<file path="src/rtl/ttt_win_scan_pkg.sv">
// ============================================================================
//  Module   : ttt_pkg
//  Purpose  : Shared constants for ttt_win_scan: winner codes, scan limits,
//             FSM state codes and the canonical win-line / full-board masks.
//  Revision : 1.0
// ============================================================================
`default_nettype none

package ttt_pkg;

    localparam int CELLS     = 9;
    localparam int LAST_LINE = 7;
    localparam int FULL_SEL  = 8;

    localparam logic [3:0] NO_LINE = 4'hF;

    localparam logic [1:0] WIN_NONE = 2'b00;
    localparam logic [1:0] WIN_X    = 2'b01;
    localparam logic [1:0] WIN_O    = 2'b10;
    localparam logic [1:0] WIN_DRAW = 2'b11;

    localparam logic [0:0] IDLE = 1'b0;
    localparam logic [0:0] SCAN = 1'b1;

    // Selects 0..7 are the win lines (rows, columns, diagonals); 8 is the full board.
    function automatic logic [8:0] canon_mask(input logic [3:0] sel);
        logic [8:0] m;
        m = 9'h000;
        case (sel)
            4'd0:    m = 9'h007;
            4'd1:    m = 9'h038;
            4'd2:    m = 9'h1C0;
            4'd3:    m = 9'h049;
            4'd4:    m = 9'h092;
            4'd5:    m = 9'h124;
            4'd6:    m = 9'h111;
            4'd7:    m = 9'h054;
            4'd8:    m = 9'h1FF;
            default: m = 9'h000;
        endcase
        return m;
    endfunction

endpackage

`default_nettype wire

</file>
<file path="src/rtl/ttt_win_scan_if.sv">
// ============================================================================
//  Module   : ttt_win_scan_if
//  Purpose  : Select/mask link between the win scanner and the pattern mux.
//  Revision : 1.0
// ============================================================================
`default_nettype none

interface ttt_win_scan_if #(
    parameter int SEL_W = 4,
    parameter int CELLS = 9
);
    logic [SEL_W-1:0] mux_sel;
    logic [CELLS-1:0] mux_out;

    modport master (output mux_sel, input  mux_out);
    modport slave  (input  mux_sel, output mux_out);
endinterface

`default_nettype wire

</file>
<file path="src/rtl/ttt_win_scan_mask_match.sv">
// ============================================================================
//  Module   : ttt_mask_match
//  Purpose  : Combinational subset test of a mux mask against the X, O and
//             combined boards.
//  Revision : 1.0
// ============================================================================
`default_nettype none

module ttt_mask_match #(
    parameter int CELLS = 9
) (
    input  logic [CELLS-1:0] mask,
    input  logic [CELLS-1:0] bx,
    input  logic [CELLS-1:0] bo,
    output logic             xm,
    output logic             om,
    output logic             full
);

    assign xm   = ((bx & mask) == mask);
    assign om   = ((bo & mask) == mask);
    assign full = (((bx | bo) & mask) == mask);

endmodule

`default_nettype wire

</file>
<file path="src/rtl/ttt_win_scan.sv">
// ============================================================================
//  Module   : ttt_win_scan
//  Purpose  : Steps the pattern-mux select through the 8 win lines and the
//             full-board mask, reporting X win, O win, draw or no result.
//             TTT_WIN_SCAN_EARLY_EXIT_EN: report on the first line hit.
//  Revision : 1.0
// ============================================================================
`default_nettype none

module ttt_win_scan #(
    parameter int CELLS     = 9,
    parameter int SEL_W     = 4,
    parameter int LAST_LINE = 7,
    parameter int FULL_SEL  = 8
) (
    input  logic             clk,
    input  logic             rst,
    input  logic             start,
    input  logic [CELLS-1:0] board_x,
    input  logic [CELLS-1:0] board_o,
    ttt_win_scan_if.master   mux,
    output logic             busy,
    output logic             done,
    output logic [1:0]       winner,
    output logic [3:0]       win_line
);

    import ttt_pkg::*;

    logic [0:0]       state_q,  state_d;
    logic [SEL_W-1:0] sel_q,    sel_d;
    logic             busy_q,   busy_d;
    logic             done_q,   done_d;
    logic [1:0]       winner_q, winner_d;
    logic [3:0]       line_q,   line_d;
    logic [CELLS-1:0] bx_q,     bx_d;
    logic [CELLS-1:0] bo_q,     bo_d;
    logic             found_q,  found_d;
    logic [1:0]       who_q,    who_d;
    logic [3:0]       idx_q,    idx_d;

    logic             w_xm, w_om, w_full;
    logic             w_is_line, w_is_full, w_hit;
    logic [1:0]       w_hit_who;
    logic             w_report;
    logic [1:0]       w_rep_winner;
    logic [3:0]       w_rep_line;

    ttt_mask_match #(.CELLS(CELLS)) u_match (
        .mask (mux.mux_out),
        .bx   (bx_q),
        .bo   (bo_q),
        .xm   (w_xm),
        .om   (w_om),
        .full (w_full)
    );

    assign w_is_line = (sel_q <= SEL_W'(LAST_LINE));
    assign w_is_full = (sel_q == SEL_W'(FULL_SEL));
    assign w_hit     = w_is_line & (w_xm | w_om);
    assign w_hit_who = w_xm ? WIN_X : WIN_O;

    always_comb begin
        state_d      = state_q;
        sel_d        = sel_q;
        busy_d       = busy_q;
        done_d       = 1'b0;
        winner_d     = winner_q;
        line_d       = line_q;
        bx_d         = bx_q;
        bo_d         = bo_q;
        found_d      = found_q;
        who_d        = who_q;
        idx_d        = idx_q;
        w_report     = 1'b0;
        w_rep_winner = WIN_NONE;
        w_rep_line   = NO_LINE;

        case (state_q)
            IDLE: begin
                // The done cycle still belongs to the finished scan, so start is not taken.
                if (start && !done_q) begin
                    bx_d    = board_x;
                    bo_d    = board_o;
                    sel_d   = '0;
                    busy_d  = 1'b1;
                    found_d = 1'b0;
                    who_d   = WIN_NONE;
                    idx_d   = NO_LINE;
                    state_d = SCAN;
                end
            end
            SCAN: begin
                if (w_hit && !found_q) begin
                    found_d = 1'b1;
                    who_d   = w_hit_who;
                    idx_d   = 4'(sel_q);
                end
`ifdef TTT_WIN_SCAN_EARLY_EXIT_EN
                if (w_hit) begin
                    w_report     = 1'b1;
                    w_rep_winner = w_hit_who;
                    w_rep_line   = 4'(sel_q);
                end else
`endif
                if (w_is_full) begin
                    w_report = 1'b1;
                    if (found_q) begin
                        w_rep_winner = who_q;
                        w_rep_line   = idx_q;
                    end else if (w_full) begin
                        w_rep_winner = WIN_DRAW;
                    end
                end

                if (w_report) begin
                    done_d   = 1'b1;
                    winner_d = w_rep_winner;
                    line_d   = w_rep_line;
                    busy_d   = 1'b0;
                    sel_d    = '0;
                    state_d  = IDLE;
                end else begin
                    sel_d = sel_q + SEL_W'(1);
                end
            end
            default: state_d = IDLE;
        endcase
    end

    always_ff @(posedge clk or posedge rst) begin
        if (rst) begin
            state_q  <= IDLE;
            sel_q    <= '0;
            busy_q   <= 1'b0;
            done_q   <= 1'b0;
            winner_q <= WIN_NONE;
            line_q   <= NO_LINE;
            bx_q     <= '0;
            bo_q     <= '0;
            found_q  <= 1'b0;
            who_q    <= WIN_NONE;
            idx_q    <= NO_LINE;
        end else begin
            state_q  <= state_d;
            sel_q    <= sel_d;
            busy_q   <= busy_d;
            done_q   <= done_d;
            winner_q <= winner_d;
            line_q   <= line_d;
            bx_q     <= bx_d;
            bo_q     <= bo_d;
            found_q  <= found_d;
            who_q    <= who_d;
            idx_q    <= idx_d;
        end
    end

    assign mux.mux_sel = sel_q;
    assign busy        = busy_q;
    assign done        = done_q;
    assign winner      = winner_q;
    assign win_line    = line_q;

endmodule

`default_nettype wire

</file>
<file path="src/flat_wrapper.sv">
// flat-port wrapper written by rule: the top's interface ports become plain ports
module ttt_win_scan_flat import ttt_pkg::*;
#(
    parameter int CELLS     = 9,
    parameter int SEL_W     = 4,
    parameter int LAST_LINE = 7,
    parameter int FULL_SEL  = 8
)
  (clk, rst, start, board_x, board_o, busy, done, winner, win_line, mux_mux_sel, mux_mux_out);
  ttt_win_scan_if #(.SEL_W(SEL_W), .CELLS(CELLS)) mux_i ();
  input  logic clk;
  input  logic rst;
  input  logic start;
  input  logic [CELLS-1:0] board_x;
  input  logic [CELLS-1:0] board_o;
  output logic busy;
  output logic done;
  output logic [1:0] winner;
  output logic [3:0] win_line;
  output wire logic [$bits(mux_i.mux_sel)-1:0] mux_mux_sel;
  input wire logic [$bits(mux_i.mux_out)-1:0] mux_mux_out;
  assign mux_mux_sel = mux_i.mux_sel;
  assign mux_i.mux_out = mux_mux_out;
  ttt_win_scan #(.CELLS(CELLS), .SEL_W(SEL_W), .LAST_LINE(LAST_LINE), .FULL_SEL(FULL_SEL)) u_core (.clk(clk), .rst(rst), .start(start), .board_x(board_x), .board_o(board_o), .mux(mux_i), .busy(busy), .done(done), .winner(winner), .win_line(win_line));
endmodule
</file>
<file path="config.mk">
export PLATFORM = sky130hd
export DESIGN_NAME = ttt_win_scan_flat
export DESIGN_NICKNAME = d
export VERILOG_FILES = /design/src/rtl/ttt_win_scan_pkg.sv /design/src/rtl/ttt_win_scan_if.sv /design/src/rtl/ttt_win_scan_mask_match.sv /design/src/rtl/ttt_win_scan.sv /design/src/flat_wrapper.sv
export SDC_FILE = /design/constraint.sdc
export NUM_CORES = 1
export LEC_CHECK = 0
export BUFFER_PORTS_ARGS = -buffer_cell sky130_fd_sc_hd__buf_2
export CAP_MARGIN = 0
export CORE_AREA = 2 2 80 82
export DETAILED_ROUTE_END_ITERATION = 12
export DIE_AREA = 0 0 82 84
export MAX_ROUTING_LAYER = met4
export SLEW_MARGIN = 25
export SYNTH_ARGS = -nofsm -noshare
export SYNTH_HDL_FRONTEND = slang
export SYNTH_SLANG_ARGS = --single-unit
</file>
<file path="constraint.sdc">
create_clock -name clk -period 2.1 [get_ports clk]
set_clock_uncertainty 0.05 [all_clocks]
set_input_delay 0 -clock clk [delete_from_list [all_inputs] [get_ports clk]]
set_output_delay 0 -clock clk [all_outputs]
set_load 0.02 [all_outputs]
</file>
==> results.yml, run 1 <==
status:
  status: "finished clean"
worst_setup_path:
  crit_slowest_cell: "or4_1"
  crit_chain: "inv_1, ha_2, nand4b_1, or4_1, nor4_2, o211ai_1, nand3_1"
  crit_fanout: 3
  path_buf_inv: 1
  end_kind: "flop"
  required_ns: 2.27
  critical_path_class: "reg -> reg"
  r2r_setup_slack_ns: 0.09
  start_kind: "flop"
  cp_slowest_stage_delay_ns: 0.55
  worstPathArrival_ns: 2.19
  crit_family: "simple AND/OR/NAND/NOR gates"
floorplanning:
  die_area_sq_um: 6890
  ios: 42
  fp.dieH_um: 84
  start_util_pct: 29.1
  rows: 29
  core_sq_um: 6100
  die-width_um: 82
global_routing:
  grt_pass1_wl_um: 6690
  grt_max_degree: 39
  grt_pass1_vias: 1411
  antenna_found_initial: 0
  grt.overflow.total: 0
  grtUsageTotal_pct: 12.9
cts:
  clk_latency_ns: 0.29
  clkTransAtPathRegs_ns: 0.07
  cts_tree: "built"
  numCtsBuffers: 5
  clock_sinks: 38
  clockBufferDepth: 2
  ctsHtreeMaxLevel: 2
  root_buffer: "clkbuf_8"
routing:
  via_per_inst: 4.49
  num_vias: 1356
  wl_um: 3840
  wl_per_cell_um: 12.7
  firstDrtPassIters: 4
  drtIter0Drc: 95
  ant_nets: 0
  drc: 0
pwr:
  peakVddDrop_v: 0.000430
  combPwrFrac_pct: 38.7
  clkPwrFrac_pct: 16.7
  p_int_mw: 2.00
  powerDensity_nw_per_um2: 1290
  swShare_pct: 34.7
  seq_power_share_pct: 44.5
  p_sw_mw: 1.06
  power_mw: 3.07
  p_leak_nw: 1.12
yosys:
  syn-cell-area_sq_um: 1770
  syn_inst: 155
  synth_common_cells: "dfrtp_1 (30), mux2_2 (18), nand2_1 (15), inv_1 (11), nand2b_1 (11)"
  synth-async-reset-ratio_pct: 100
  ys.flop_type: "dfrtp_1"
  synth_top_cell_by_area: "dfrtp_1"
  ys_warn_count: 0
  ys_ff_latch: 38
  synth_edf_count: 0
  ys_types: 36
  synth_top_cell_area_share_pct: 42.3
  ys_top_cells_by_area: "dfrtp_1 (42%), dfstp_2 (12%), mux2_2 (11%)"
  syn_area_per_cell_sq_um: 11.4
  synth.most_common_cell: "dfrtp_1"
  syn-num-nets: 187
  synth_seq_area_share_pct: 54.2
final_layout:
  n_antenna_cell: 0
  postLayoutCoreUtil_pct: 39.2
  final_area_sq_um: 2390
  fillers: 622
  post_layout_nonfiller_instances: 302
  area_growth_pct: 34.7
  drive_above_1_share_pct: 39.6
  finalNetCount: 256
placement:
  dp.cells: 274
  hpwl_um: 2780
  port-buffer-count: 41
  placed_area_sq_um: 2090
  dp_slack_ns: 0.0986
  routabilityCongestion: 0.755
sta:
  fin_crit_sh_pct: 95.9
  fmaxAchievable_mhz: 497
  setup_violations: 0
  whs_ns: 0.0216
  maxSlewViolCount: 0
  slew_headroom_pct: 68.2
  setup_tns_ns: 0
  post-route-min-period_ns: 2.01
  tightest_slew_ns: 0.477
  hold_viol_final: 0
  setup_ws_ns: 0.0863
run:
  drv_cap: 0
hold_path:
  hold_class: "in -> reg"
registers in the layout, summed over array words and instances (netlist names), 2 cells and up:
| signal | flops |
|---|---|
| u_core.bo_q | 9 |
| u_core.idx_q | 4 |
| u_core.win_line | 4 |
| u_core.mux.mux_sel | 4 |
| u_core.bx_q | 9 |
| u_core.who_q | 2 |
| u_core.winner | 2 |
area by class of cell:
type | instances | area (sq um) | area share, %
clock buffer | 7 | 86.3 | 3.62
clock inverter | 1 | 5.00 | 0.210
inverter | 11 | 41.3 | 1.73
multi-input combinational | 101 | 749 | 31.4
sequential | 38 | 961 | 40.3
tap | 77 | 96.3 | 4.04
timing repair buffer | 67 | 448 | 18.8
placed cells by master, fill, tap and decap left out, types with 2 or more instances in the layout:
| master | n |
|---|---|
| nand2_1 | 15 |
| mux2i_1 | 3 |
| inv_1 | 11 |
| a22o_1 | 2 |
| nand2b_1 | 11 |
| nor3_1 | 2 |
| buf_2 | 41 |
| o22ai_1 | 3 |
| clkbuf_8 | 6 |
| buf_4 | 7 |
| nor2_1 | 4 |
| mux2_2 | 18 |
| nand3_1 | 6 |
| nor2b_1 | 5 |
| o21ai_0 | 7 |
| nor3b_2 | 2 |
| dlygate4sd3_1 | 19 |
| dfstp_2 | 8 |
| dfrtp_1 | 30 |
| a21oi_1 | 3 |
| nor3b_1 | 2 |
| o2111ai_1 | 2 |
worst min-delay path: cells and delay by family:
| kind | cells | cell delay, ns |
|---|---|---|
| and+or+nand+nor | 1 | 0.09 |
| buffers and inverters | 1 | 0.10 |
| AOI/OAI and AO/OA | 1 | 0.13 |
power groups by stage:
stage	combinational (mW)	sequential [mW]	clock (mW)
global route	1.33	1.44	0.562
floorplan	0.724	1.47	0
detailed placement	1.14	1.39	0
CTS	1.18	1.38	0.532
finish	1.19	1.37	0.513
global placement	1.13	1.38	0
routing by layer:
metal,vias to the layer above,part of all wire (%),global-route usage (%)
met1,644,46,16.6
met2,29,48,19.6
met4,0,1.4,5.00
li1,679,-,-
met5,-,0,-
met3,4,5.1,3.14
final timing paths:
check                                endpoint                  start  cells past startpoint
max reg2reg                  u_core.winner[0]  u_core.mux.mux_sel[0]                      7
min                            u_core.state_q                  start                      3
max                          u_core.winner[0]  u_core.mux.mux_sel[0]                      7
min in group asynchronous      u_core.bx_q[0]                    rst                      4
max in group asynchronous     u_core.idx_q[0]                    rst                      4
min reg2reg                u_core.win_line[3]     u_core.win_line[3]                      2
what timing repair did:
item,in CTS,in global routing
gates resized for setup,0,2
hold buffers,19,0
buffers inserted,0,1
hold endpoints to repair,48,0
setup endpoints to repair,0,2
cell families (layout without fill, tap and decap cells):
group	Yosys count	after routing	share of synthesized area [%]
and+or+nand+nor	55	55	18.3
DFF	38	38	54.2
AOI/OAI and AO/OA	22	22	8.19
muxes	21	21	13.1
buffers and inverters	16	86	4.30
adders and majority gates	2	2	1.41
xor gates and xnor gates	1	1	0.494
Note: power is estimated with default switching activity, not from simulation.
==> run 2: changes to the inputs <==
--- a/config.mk
+++ b/config.mk
@@ -7,11 +7,13 @@
 export LEC_CHECK = 0
 export BUFFER_PORTS_ARGS = -buffer_cell sky130_fd_sc_hd__buf_2
 export CAP_MARGIN = 0
-export CORE_AREA = 2 2 80 82
+export CORE_AREA = 2 2 82 84
 export DETAILED_ROUTE_END_ITERATION = 12
-export DIE_AREA = 0 0 82 84
+export DIE_AREA = 0 0 84 86
 export MAX_ROUTING_LAYER = met4
 export SLEW_MARGIN = 25
 export SYNTH_ARGS = -nofsm -noshare
 export SYNTH_HDL_FRONTEND = slang
+export SYNTH_HIERARCHICAL = 1
 export SYNTH_SLANG_ARGS = --single-unit
+export TNS_END_PERCENT = 30
==> run 2 against run 1 <==
Sequential power increased by 3%. Critical endpoint is now u_core/who_q[1]. Register-to-register slack improved by 0.24 ns. Worst setup slack improved by 0.24 ns. Largest power group unchanged.
==> results.yml, run 2 <==
floorplanning:
  ios: 42
  rows: 29
  start_util_pct: 29.5
  core_sq_um: 6280
  die-width_um: 84
  die_area_sq_um: 7220
  fp.dieH_um: 86
routing:
  drtIter0Drc: 80
  firstDrtPassIters: 4
  num_vias: 1318
  via_per_inst: 4.38
  drc: 0
  wl_um: 3810
  wl_per_cell_um: 12.7
  ant_nets: 0
worst_setup_path:
  worstPathArrival_ns: 1.87
  end_kind: "flop"
  start_kind: "flop"
  required_ns: 2.19
  crit_fanout: 6
  critical_path_class: "reg -> reg"
  critPathCapture: "u_core/who_q[1]"
  r2r_setup_slack_ns: 0.32
  cp-startpoint: "u_core/bx_q[3]"
  worstRegToRegCells: 6
  r2r_start: "u_core/bx_q[3]"
  r2r_end: "u_core/who_q[1]"
final_layout:
  top_regs: "u_core/bo_q: 9 flops, u_core/bx_q: 9 flops"
  n_antenna_cell: 0
  drive_above_1_share_pct: 38.4
  postLayoutCoreUtil_pct: 38.9
  layout_commonest_cell: "buf_2"
  finalNetCount: 255
  post_layout_nonfiller_instances: 301
  area_growth_pct: 31.8
  final_cell_mix: "buf_2 (41), dfrtp_1 (30), dlygate4sd3_1 (19), nor2_1 (14), mux2_4 (14)"
global_routing:
  grt_pass1_wl_um: 6480
  grt_max_degree: 39
  grtUsageTotal_pct: 11.6
  grt.overflow.total: 0
  grt_pass1_vias: 1358
  antenna_found_initial: 0
sta:
  setup_violations: 0
  hold_viol_final: 0
  fin_crit_sh_pct: 84.7
  slew_headroom_pct: 60.4
  setup_tns_ns: 0
  fmaxAchievable_mhz: 562
  tightest_slew_ns: 0.589
  post-route-min-period_ns: 1.78
  grt_setup_unrepaired: "no"
  maxSlewViolCount: 0
yosys:
  ys_ff_latch: 38
  ys_warn_count: 6
  syn-num-nets: 188
  synth.most_common_cell: "dfrtp_1"
  synth-async-reset-ratio_pct: 100
  ys_types: 36
  synth_top_cell_by_area: "dfrtp_1"
  synth_common_cells: "dfrtp_1 (30), mux2_4 (14), nor2_1 (14), inv_1 (13), o21ai_0 (10)"
  synth_top_cell_area_share_pct: 40.5
  syn-cell-area_sq_um: 1850
  syn_inst: 156
  synth_seq_area_share_pct: 51.9
  ys_top_cells_by_area: "dfrtp_1 (41%), dfstp_2 (11%), mux2_4 (11%)"
  ys.flop_type: "dfrtp_1"
  synth_edf_count: 0
  syn_area_per_cell_sq_um: 11.9
cts:
  root_buffer: "clkbuf_8"
  clock_sinks: 38
  cts_tree: "built"
  ctsHtreeMaxLevel: 2
  clk_latency_ns: 0.29
  clockBufferDepth: 2
  cts_resized: 0
  clkTransAtPathRegs_ns: 0.07
  numCtsBuffers: 5
hold_path:
  holdPathStages: 5
  hold_class: "in -> reg"
run:
  drv_cap: 0
pwr:
  swShare_pct: 33.6
  p_leak_nw: 1.20
  combPwrFrac_pct: 36.9
  clkPwrFrac_pct: 18.9
  peakVddDrop_v: 0.000448
  p_int_mw: 2.12
  powerDensity_nw_per_um2: 1310
  p_sw_mw: 1.07
  seq_power_share_pct: 44.1
placement:
  dp.cells: 274
  hpwl_um: 2720
  port-buffer-count: 41
  routabilityCongestion: 0.753
status:
  status: "finished clean"
## run 2: power groups by stage
| stage | combinational [mW] | sequential [mW] | clock [mW] |
|---|---|---|---|
| final | 1.18 | 1.41 | 0.605 |
| after global routing | 1.32 | 1.47 | 0.654 |
| after CTS | 1.20 | 1.42 | 0.628 |
| after detailed placement | 1.16 | 1.42 | 0 |
| after global placement | 1.15 | 1.42 | 0 |
| after floorplan | 0.811 | 1.46 | 0 |
## run 2: how the worst min path moves through the flow
| stage | startpoint | to | slack, ns |
|---|---|---|---|
| after global routing | mux_mux_out[3] | u_core/who_q[1] | 0.20 |
| after global placement | rst | u_core/busy | 0.09 |
| final | mux_mux_out[4] | u_core/who_q[1] | 0.14 |
| after floorplan | board_o[4] | u_core/bo_q[4] | 0.1 |
| after CTS | mux_mux_out[3] | u_core/who_q[1] | 0.14 |
| after detailed placement | rst | u_core/busy | 0.09 |
## run 2: per-stage QoR
step,total power [mW],area (sq um),worst slack [ns],hold slack [ns]
final,3.20,2440,0.322,0.142
after global placement,2.57,2140,0.416,0.0945
after detailed placement,2.59,2140,0.334,0.0916
after global routing,3.44,2440,0.213,0.199
after floorplan,2.27,1850,0.402,0.0980
after CTS,3.24,2440,0.317,0.144
## run 2: critical path, cell delays in order, from the launching register on
cell	delay [ns]
dfrtp_1	0.35
nand2b_1	0.12
o21ai_0	0.08
nor4_1	0.56
o211ai_2	0.17
buf_4	0.20
mux2i_1	0.11
## run 2: kinds of logic after synthesis
group,after synthesis,synth area share [%]
buffers and inverters,17,4.86
flip-flops,38,51.9
multiplexers,24,17.1
adder cells (fa/ha/maj),2,1.35
AND/OR/NAND/NOR,48,15.1
AO/OA/AOI/OAI,27,9.79
## run 2: cell type report
cell class              count  area [sq um]
flip-flops and latches     38           961
multi-input cells         101           802
inverters                  13          48.8
repair buffers             64           425
fillers                   634          3830
clock inverters             3          40.0
clock buffers               5          68.8
well taps                  77          96.3
## run 2: what timing repair did
action                    CTS  global route
setup buffers               0             0
hold endpoints to repair   48             0
hold buffers               19             0
## run 2: layer usage
metal,GRT usage [%],wire length (um)
met3,2.69,163
met4,4.40,23
met1,14.8,1890
met5,-,0
met2,18.0,1730
==> run 3: changes to the inputs <==
--- a/config.mk
+++ b/config.mk
@@ -5,11 +5,12 @@
 export SDC_FILE = /design/constraint.sdc
 export NUM_CORES = 1
 export LEC_CHECK = 0
+export ABC_AREA = 1
 export BUFFER_PORTS_ARGS = -buffer_cell sky130_fd_sc_hd__buf_2
 export CAP_MARGIN = 0
-export CORE_AREA = 2 2 82 84
+export CORE_AREA = 2 2 83 85
 export DETAILED_ROUTE_END_ITERATION = 12
-export DIE_AREA = 0 0 84 86
+export DIE_AREA = 0 0 85 87
 export MAX_ROUTING_LAYER = met4
 export SLEW_MARGIN = 25
 export SYNTH_ARGS = -nofsm -noshare
==> constraint.sdc (replaced) <==
create_clock -name clk -period 1.7 [get_ports clk]
set_clock_uncertainty 0.05 [all_clocks]
set_input_delay 0 -clock clk [delete_from_list [all_inputs] [get_ports clk]]
set_output_delay 0 -clock clk [all_outputs]
set_load 0.02 [all_outputs]
==> run 3 against run 2 <==
Utilization is 1.0 points lower. Via count rose by 27%. Worst setup slack got worse by 0.039 ns. Critical endpoint is now u_core/idx_q[0]. Largest power group unchanged.
==> results.yml, run 3 <==
pwr:
  p_int_mw: 2.27
  p_leak_nw: 1.37
  combPwrFrac_pct: 40.0
  peakVddDrop_v: 0.000601
  swShare_pct: 41.4
  clkPwrFrac_pct: 17.1
  p_sw_mw: 1.60
  powerDensity_nw_per_um2: 1550
  seq_power_share_pct: 43.0
routing:
  drtIter0Drc: 65
  firstDrtPassIters: 4
  drc: 0
  via_per_inst: 4.23
  wl_per_cell_um: 10.9
  ant_nets: 0
  num_vias: 1677
  wl_um: 4320
yosys:
  synth_common_cells: "nand2_1 (123), dfrtp_1 (30), inv_1 (30), nand3_1 (15), nor2_1 (9)"
  synth-async-reset-ratio_pct: 100
  synth_top_cell_area_share_pct: 39.5
  synthAdderAreaFrac_pct: 1.32
  synthMuxAreaShare_pct: 0
  syn-num-nets: 282
  syn-cell-area_sq_um: 1900
  ys_warn_count: 6
  synth_simple_gate_area_share_pct: 35.5
  synth_top_family_by_area: "simple AND/OR/NAND/NOR gates"
  synth_compound_area_share_pct: 3.88
  ys_ff_latch: 38
  synth_edf_count: 0
  ys.flop_type: "dfrtp_1"
  synth_top_cell_by_area: "dfrtp_1"
  syn_area_per_cell_sq_um: 7.60
  synth.most_common_cell: "nand2_1"
  synth_xor_area_share_pct: 0.461
  ys_top_cells_by_area: "dfrtp_1 (39%), nand2_1 (24%), dfstp_2 (11%)"
  syn_inst: 250
  synth_seq_area_share_pct: 50.6
  ys_types: 22
global_routing:
  grt.overflow.total: 0
  grt_max_degree: 39
  grt_pass1_vias: 1662
  antenna_found_initial: 0
  grtUsageTotal_pct: 12.9
  grt_pass1_wl_um: 7400
final_layout:
  drive_above_1_share_pct: 23.1
  final_cell_mix: "nand2_1 (123), buf_2 (41), inv_1 (30), dfrtp_1 (30), dlygate4sd3_1 (19)"
  n_antenna_cell: 0
  finalNetCount: 347
  layout_commonest_cell: "nand2_1"
  area_growth_pct: 30.9
  top_regs: "u_core/bo_q: 9 flops, u_core/bx_q: 9 flops"
floorplanning:
  ios: 42
  core_sq_um: 6570
  start_util_pct: 28.9
  die_area_sq_um: 7400
  die-width_um: 85
  rows: 30
  fp.dieH_um: 87
sta:
  maxSlewViolCount: 0
  slew_headroom_pct: 67.7
  grt_setup_unrepaired: "no"
  setup_tns_ns: 0
  tightest_slew_ns: 0.485
  setup_violations: 0
  hold_viol_final: 0
  fmaxAchievable_mhz: 705
  post-route-min-period_ns: 1.42
  setup_ws_ns: 0.282
  fin_crit_sh_pct: 83.4
worst_setup_path:
  start_kind: "flop"
  worstPathArrival_ns: 1.61
  crit_fanout: 8
  required_ns: 1.89
  critical_path_class: "reg -> reg"
  end_kind: "flop"
run:
  drv_cap: 0
cts:
  cts_setup_buffers: 0
  root_buffer: "clkbuf_8"
  numCtsBuffers: 5
  ctsHtreeMaxLevel: 2
  clk_latency_ns: 0.29
  clockBufferDepth: 2
  clock_sinks: 38
  clkTransAtPathRegs_ns: 0.08
  cts_tree: "built"
placement:
  hpwl_um: 3100
  dp_slack_ns: 0.253
  routabilityCongestion: 0.833
  port-buffer-count: 41
status:
  status: "finished clean"
hold_path:
  hold_class: "in -> reg"
[run 3: cells by family after synthesis]
kind of cell	Yosys count
XOR/XNOR	1
AND/OR/NAND/NOR	158
AO/OA/AOI/OAI	12
buffers and inverters	39
flip-flops	38
adder cells (fa/ha/maj)	2
[run 3: path summary, 6_finish.rpt]
check | start | end | slack [ns] | depth (start not counted)
min in group asynchronous | rst | u_core/bx_q[8] | 0.31 | 4
hold reg to reg | u_core/win_line[1] | u_core/win_line[1] | 0.41 | 2
setup reg to reg | u_core/bo_q[2] | u_core/idx_q[0] | 0.28 | 10
hold / removal | start | u_core/state_q | 0.03 | 3
setup / recovery | u_core/bo_q[2] | u_core/idx_q[0] | 0.28 | 10
max in group asynchronous | rst | u_core/win_line[3] | 0.94 | 4
[run 3: power groups by stage]
stage | clock network [mW] | logic [mW] | registers [mW]
3_5_place_dp | 0 | 1.52 | 1.69
3_3_place_gp | 0 | 1.50 | 1.67
4_1_cts | 0.690 | 1.56 | 1.67
5_1_grt | 0.716 | 1.78 | 1.73
6_report | 0.660 | 1.55 | 1.66
2_1_floorplan | 0 | 0.989 | 1.78
[run 3: per-layer routing]
layer | track usage [%] | routed length, um
met5 | - | 0
met4 | 3.90 | 58
met2 | 20.7 | 1950
met3 | 3.60 | 255
met1 | 16.0 | 2050
[run 3: worst max-delay path, stage by stage, from the launching register on]
cell and delay (ns):
dfrtp_1 0.36, inv_1 0.07, nand2_1 0.05, o21ai_0 0.09, nor3_2 0.22, inv_1 0.06
nand2_1 0.10, nand3_4 0.11, nand2_1 0.13, nand2_1 0.07, nand2_1 0.06
[run 3: repair_timing]
item	4_1_cts	5_1_grt
hold buffers	19	0
endpoints found under the setup margin	0	3
hold endpoints to repair	48	0
resized for setup	0	1
[run 3: area by class of cell]
class | instances | area (sq um)
tap | 80 | 100
clock inverter | 2 | 12.5
multi-input combinational | 173 | 787
clock buffer | 6 | 82.6
fill | 709 | 4080
sequential | 38 | 961
timing repair buffer | 63 | 418
inverter | 34 | 128
[run 3: through the flow]
step | power, mW | cell area (sq um) | instances | hold WS [ns] | util, %
5_1_grt | 4.24 | 2490 | 396 | 0.0600 | 37.9
2_1_floorplan | 2.77 | 1900 | 250 | 0.0596 | -
4_1_cts | 3.92 | 2480 | 396 | 0.0272 | 37.8
3_3_place_gp | 3.17 | 2200 | 369 | 0.0869 | 33.5
6_report | 3.87 | 2490 | 396 | 0.0306 | 37.9
3_5_place_dp | 3.21 | 2200 | 369 | 0.0943 | 33.5
